[config.mk]
export PLATFORM = sky130hd
export DESIGN_NAME = fp_minmax_reduce_d
export DESIGN_NICKNAME = d
export VERILOG_FILES = /design/src/rtl/fp_d_pkg.sv /design/src/rtl/fp_minmax_d.sv /design/src/rtl/fp_minmax_reduce_d.sv
export SDC_FILE = /design/constraint.sdc
export NUM_CORES = 1
export LEC_CHECK = 0
export CORE_UTILIZATION = 45
export DETAILED_ROUTE_END_ITERATION = 16
export PLACE_DENSITY = 0.78
export SETUP_SLACK_MARGIN = 0.3
export SYNTH_ARGS = -nofsm -noshare
export SYNTH_HDL_FRONTEND = slang
export SYNTH_SLANG_ARGS = --single-unit
[constraint.sdc]
create_clock -name clk -period 3.1 [get_ports clk]
set_clock_uncertainty 0.05 [all_clocks]
set_input_delay 0.62 -clock clk [delete_from_list [all_inputs] [get_ports clk]]
set_output_delay 0.62 -clock clk [all_outputs]
set_load 0.02 [all_outputs]
[src/rtl/fp_d_pkg.sv]
// Shared binary64 constants, NaN classification helpers and the reduction FSM state type.
package fp_d_pkg;

    localparam logic [63:0] CANON_NAN_D = 64'h7FF8000000000000;
    localparam logic [10:0] EXP_MAX_D   = 11'h7FF;

    typedef enum logic [1:0] {
        IDLE,
        ACCUM,
        DONE
    } reduce_state_t;

    function automatic logic is_nan_d(input logic [63:0] x);
        return (x[62:52] == EXP_MAX_D) && (x[51:0] != 52'd0);
    endfunction

    // Signalling NaNs have the quiet bit (fraction MSB) clear.
    function automatic logic is_snan_d(input logic [63:0] x);
        return is_nan_d(x) && !x[51];
    endfunction

endpackage

[src/rtl/fp_minmax_d.sv]
// Combinational binary64 min/max: NaN-suppressing, -0 < +0, canonical NaN when both are NaN.
module fp_minmax_d
    import fp_d_pkg::*;
(
    input  logic [63:0] a_i,
    input  logic [63:0] b_i,
    input  logic        max_i,
    output logic [63:0] res_o
);

    logic a_nan;
    logic b_nan;
    logic both_zero;
    logic a_lt_b;

    assign a_nan     = is_nan_d(a_i);
    assign b_nan     = is_nan_d(b_i);
    assign both_zero = (a_i[62:0] == 63'd0) && (b_i[62:0] == 63'd0);

    // Sign-magnitude ordering: magnitudes compare inverted when both are negative.
    always_comb begin
        a_lt_b = 1'b0;
        if (a_i[63] != b_i[63]) begin
            a_lt_b = a_i[63];
        end else if (!a_i[63]) begin
            a_lt_b = a_i[62:0] < b_i[62:0];
        end else begin
            a_lt_b = a_i[62:0] > b_i[62:0];
        end
    end

    always_comb begin
        res_o = b_i;
        if (a_nan && b_nan) begin
            res_o = CANON_NAN_D;
        end else if (a_nan) begin
            res_o = b_i;
        end else if (b_nan) begin
            res_o = a_i;
        end else if (both_zero) begin
            res_o = max_i ? 64'h0000000000000000 : 64'h8000000000000000;
        end else begin
            res_o = (a_lt_b ^ max_i) ? a_i : b_i;
        end
    end

endmodule

[src/rtl/fp_minmax_reduce_d.sv]
// Streaming binary64 min/max reduction: folds a packet into one result with NV flag and count.
module fp_minmax_reduce_d
    import fp_d_pkg::*;
#(
    parameter int unsigned CNT_W = 16
) (
    input  logic             clk,
    input  logic             rst_n,
    input  logic             in_valid,
    output logic             in_ready,
    input  logic [63:0]      in_data,
    input  logic             in_last,
    input  logic             in_op,
    output logic             out_valid,
    input  logic             out_ready,
    output logic [63:0]      out_data,
    output logic             out_nv,
    output logic [CNT_W-1:0] out_count
);

    reduce_state_t    state_q;
    logic [63:0]      acc_q;
    logic             op_q;
    logic             nv_q;
    logic             rdy_q;
    logic [CNT_W-1:0] cnt_q;
    logic [63:0]      cmp_res;
    logic             accept;

    assign accept = in_valid && rdy_q;

    fp_minmax_d u_cmp (
        .a_i   (acc_q),
        .b_i   (in_data),
        .max_i (op_q),
        .res_o (cmp_res)
    );

    // Ready is registered so it stays low while reset is asserted.
    always_ff @(posedge clk or negedge rst_n) begin
        if (!rst_n) begin
            state_q <= IDLE;
            acc_q   <= 64'd0;
            op_q    <= 1'b0;
            nv_q    <= 1'b0;
            rdy_q   <= 1'b0;
            cnt_q   <= '0;
        end else begin
            unique case (state_q)
                IDLE: begin
                    rdy_q <= !(accept && in_last);
                    if (accept) begin
                        acc_q   <= is_nan_d(in_data) ? CANON_NAN_D : in_data;
                        op_q    <= in_op;
                        cnt_q   <= CNT_W'(1);
                        nv_q    <= is_snan_d(in_data);
                        state_q <= in_last ? DONE : ACCUM;
                    end
                end
                ACCUM: begin
                    rdy_q <= !(accept && in_last);
                    if (accept) begin
                        acc_q <= cmp_res;
                        if (cnt_q != {CNT_W{1'b1}}) begin
                            cnt_q <= cnt_q + CNT_W'(1);
                        end
                        nv_q <= nv_q | is_snan_d(in_data);
                        if (in_last) begin
                            state_q <= DONE;
                        end
                    end
                end
                DONE: begin
                    rdy_q <= out_ready;
                    if (out_ready) begin
                        state_q <= IDLE;
                    end
                end
                default: begin
                    state_q <= IDLE;
                    rdy_q   <= 1'b1;
                end
            endcase
        end
    end

    assign in_ready  = rdy_q;
    assign out_valid = (state_q == DONE);
    assign out_data  = acc_q;
    assign out_nv    = nv_q;
    assign out_count = cnt_q;

endmodule
==> results list <==
- Total power for the finished layout comes to 8.87 mW.
- Sequential Area: approximately 2100 um^2
* Number of clock sinks seen by CTS: 85
- Clock transition at path regs: 70 ps
- Post-Syn Instances: 605
* Pin count of the biggest net entering global routing: 53
* Status: finished, violations left
- Vert. Die Dim: 115 um
- Yosys warning count: 0
- For this design the static power due to leakage is 4.54 nW.
- Overall routing resource usage: 0.356
- Number of buffers created by CTS: 9
- Power per unit of standard cell area: approximately 890 nW/um^2
* Remaining global-route overflow: 0
- Critical path's top delay family: buffers and inverters
- The worst-case IR drop observed on VDD is 0.513 mV.
- The wire-length estimate of the detail-placed layout is 15.1 mm.
- In the final routed layout, each cell accounts on average for 22.5 um.
* RD Place Congestion: 0.917
- After synthesis, the netlist uses 41 different library cells.
- Relative area change from synthesis to final layout: 73.3%
- Of the cells placed in the final design, the portion with a size suffix greater than 1 is 0.346.
- The cell area that synthesis handed to floorplanning was 5740 um^2.
* CTS tree: built
- Actual transition at the worst max-transition pin: roughly 560 ps
* Root buffer cell: sky130_fd_sc_hd__clkbuf_16
- The floorplan step defined a die boundary enclosing 13200 um^2.
- Post-placement setup slack: -1280 ps
- Overall via count from detail_route: between 7000 and 8000
* Count of inserted antenna diode cells: 0
* Highest Clock Rate: 259 MHz
* Later-pin clock latency in the skew report: 350 ps
- In this design, the stage delay of the slowest critical-path cell is just under 500 ps.
* Violations in the final reports: setup timing
- The max-slew violation total from the final report was 0.
- Fill cells: 697
- Quantity of I/O buffers inserted on ports: around 150
* MaxCap Viol Count: 0
- Final design utilization: 0.814
- DRC marker count from the first detailed-route iteration: ~760
- Portion of the post-synthesis area used by sequential elements: 0.371
- Core footprint: between 10000 and 15000 um^2
* First-pass GRT wire length: 36.3 mm
- RR Endpoint: out_data[31]
- Worst slew margin relative to its limit: 0.624
- Buffers & Inverters on Critical Path: 7
* Pre-antenna DRT Iters: 5
- The worst setup path is launched from an input port.
- Setup violations remaining at the end of the flow were counted as 64.
* Register-to-Register Path Depth: 16
* Total number of H-tree levels: 3
- Setup repair after global routing could not meet its margin everywhere.
- Worst Setup End Kind: register
* Count of state elements after synthesis: 85
- Dividing the detail-routed via count by the number of cells gives 6.39.
* Worst setup margin: -755 ps
- Routed wire length: 24.8 mm
- about 150 I/O pins were placed.
- Post-Synthesis Net Count: 739
* Largest fanout on the critical path: 8
- For the finished layout, the period the worst path requires is 3860 ps.
- Period utilization: 1.24
* Final worst hold slack: 194 ps
- The setup check on the worst reg-to-reg path leaves a slack of -720 ps.
* Number of buffers inserted by hold repair at cts: 0
- The initial antenna violation count is 0.
- The min-delay analysis places its worst path in the category input port to asynchronous set/reset pin.
- Horizontal extent of the die: roughly 110 um
- Data arrival time of the critical path: ~4000 ps
* Multi-input gate area in the final layout: 3770 um^2
- Worst setup path category: input port to register
- The floorplan has 40 rows.
* Number of nets in the finished design: around 1100
- Maximum root-to-sink buffer count: 2
* Startpoint of the worst-slack reg-to-reg timing path: out_data[51]
- Once detail routing completed, the nets flagged for antenna violations numbered 0.
- The via count of the first global-routing pass was 7133.
* Total DRC errors in the routed layout: 0
* Slowest stage cell, crit path: sky130_fd_sc_hd__clkdlybuf4s50_1
- Sequence of cells on the critical path: clkdlybuf4s50_1 > inv_1 > ha_1 > nand4_1 > nor4_2 > buf_4 > o31a_1 > o21ai_2 > buf_4 > nand4_1 > o221a_4 > nand3_4 > a21o_4 > buf_6 > buf_12 > buf_16 > a221o_1
- Initial Utilization: 0.470
- Avg Cell Area, Syn: between 9 and 10 um^2
- Data required time at the worst endpoint: around 3300 ps
- The final hold violation count came to 0.
[logic make-up (layout without fill, tap and decap cells)]
| group | Yosys count | after routing | share of synthesized area |
|---|---|---|---|
| adder cells (fa/ha/maj) | 64 | 64 | 0.140 |
| AO/OA/AOI/OAI | 116 | 116 | 0.156 |
| multiplexers | 15 | 15 | 0.0292 |
| XOR/XNOR | 13 | 13 | 0.0198 |
| buffers and inverters | 98 | 429 | 0.0733 |
| AND/OR/NAND/NOR | 214 | 214 | 0.212 |
| flip-flops | 85 | 85 | 0.371 |
[registers in the layout (all words and copies together) (netlist names)]
| name | cells |
|---|---|
| op_q | 1 |
| out_data | 64 |
| out_nv | 1 |
| out_count | 16 |
| in_ready | 1 |
| state_q | 2 |
[report_power, final]
part / leakage, nW / internal, mW / switching [mW]
registers: 1.04 / 1.55 / 0.513
logic: 3.36 / 2.91 / 2.74
clock network: 0.143 / 0.637 / 0.516
total: 4.54 / 5.10 / 3.76
[metrics by stage]
stage	std cells	TNS [ps]	instance area, um^2
2_1_floorplan	605	-15910	5840
3_3_place_gp	1062	-72500	8780
3_5_place_dp	1062	-78340	8780
4_1_cts	1100	-36360	9670
5_1_grt	1104	-45080	9940
6_report	1104	-43750	9940
[layout make-up]
type | instances | area share
Multi-Input combinational cell | 422 | 0.379
Sequential cell | 85 | 0.214
Tap cell | 168 | 0.0211
Timing Repair Buffer | 343 | 0.326
Clock inverter | 7 | 0.00805
Clock buffer | 9 | 0.0227
Inverter | 70 | 0.0289
[cell usage after synthesis (all sizes together)]
library cell	instances	area (um^2)
dfrtp	85	2130
nor4	85	544
inv	70	263
ha	64	801
a221o	51	510
nand4	31	194
a21oi	30	150
nand2	28	105
nor2	27	101
clkbuf	21	78.8
nand3	18	95.1
o21ai	17	85.1
mux2	14	158
xor2	9	78.8
buf	7	78.8
a21o	5	37.5
a211oi	4	30.0
nor3	4	20.0
xnor2	4	35.0
and3	3	18.8
and4	3	26.3
or3b	3	26.3
or4	3	22.5
a221oi	2	17.5
nand2b	2	12.5
nor3b	2	15.0
o31a	2	17.5
a2111oi	1	10.0
a21boi	1	7.51
and2	1	6.26
mux2i	1	10.0
nand3b	1	7.51
nor2b	1	6.26
nor4b	1	8.76
o221a	1	11.3
o31ai	1	7.51
o32ai	1	8.76
or2	1	6.26
[placed cells by master (no fill, tap or decap), types with 5 or more instances in the layout]
cell	count
sky130_fd_sc_hd__buf_6	6
sky130_fd_sc_hd__ha_4	28
sky130_fd_sc_hd__xor2_1	9
sky130_fd_sc_hd__a221o_1	51
sky130_fd_sc_hd__ha_1	36
sky130_fd_sc_hd__dlygate4sd2_1	11
sky130_fd_sc_hd__buf_4	169
sky130_fd_sc_hd__clkbuf_16	10
sky130_fd_sc_hd__dfrtp_1	85
sky130_fd_sc_hd__a21oi_1	27
sky130_fd_sc_hd__nand4_1	31
sky130_fd_sc_hd__nor4_1	78
sky130_fd_sc_hd__nand2_1	27
sky130_fd_sc_hd__nor4_2	5
sky130_fd_sc_hd__buf_12	13
sky130_fd_sc_hd__o21ai_0	12
sky130_fd_sc_hd__clkdlybuf4s15_2	7
sky130_fd_sc_hd__nor2_1	26
sky130_fd_sc_hd__nand3_1	16
sky130_fd_sc_hd__dlymetal6s2s_1	17
sky130_fd_sc_hd__inv_2	25
sky130_fd_sc_hd__mux2_4	12
sky130_fd_sc_hd__buf_2	6
sky130_fd_sc_hd__inv_1	41
sky130_fd_sc_hd__inv_6	6
sky130_fd_sc_hd__clkdlybuf4s50_1	107
[repair_timing]
action | in CTS | in global routing
setup endpoints to repair | 64 | 64
pin swaps | 56 | 31
cloned | 4 | 1
resized for setup | 131 | 59
setup buffers | 18 | 3
[how the worst max path moves through the flow]
stage                 startpoint      endpoint  depth (start not counted)
finish               in_data[18]  out_data[31]                         17
global route        out_data[51]  out_data[31]                         16
detailed placement   in_data[52]  out_data[20]                         16
global placement     in_data[38]  out_data[12]                         14
CTS                 out_data[61]  out_data[63]                         16
floorplan            in_data[53]  out_data[52]                         14
[routing by layer]
layer | vias to the layer above | routed length (um) | part of all wire | GRT usage
li1 | 3007 | - | - | -
met5 | - | 0 | 0 | 0
met4 | 0 | 1600 | 0.065 | 0.217
met3 | 147 | 2020 | 0.081 | 0.0675
met1 | 3429 | 9280 | 0.37 | 0.427
met2 | 472 | 11900 | 0.48 | 0.592
Note: power is estimated with default switching activity, not from simulation.
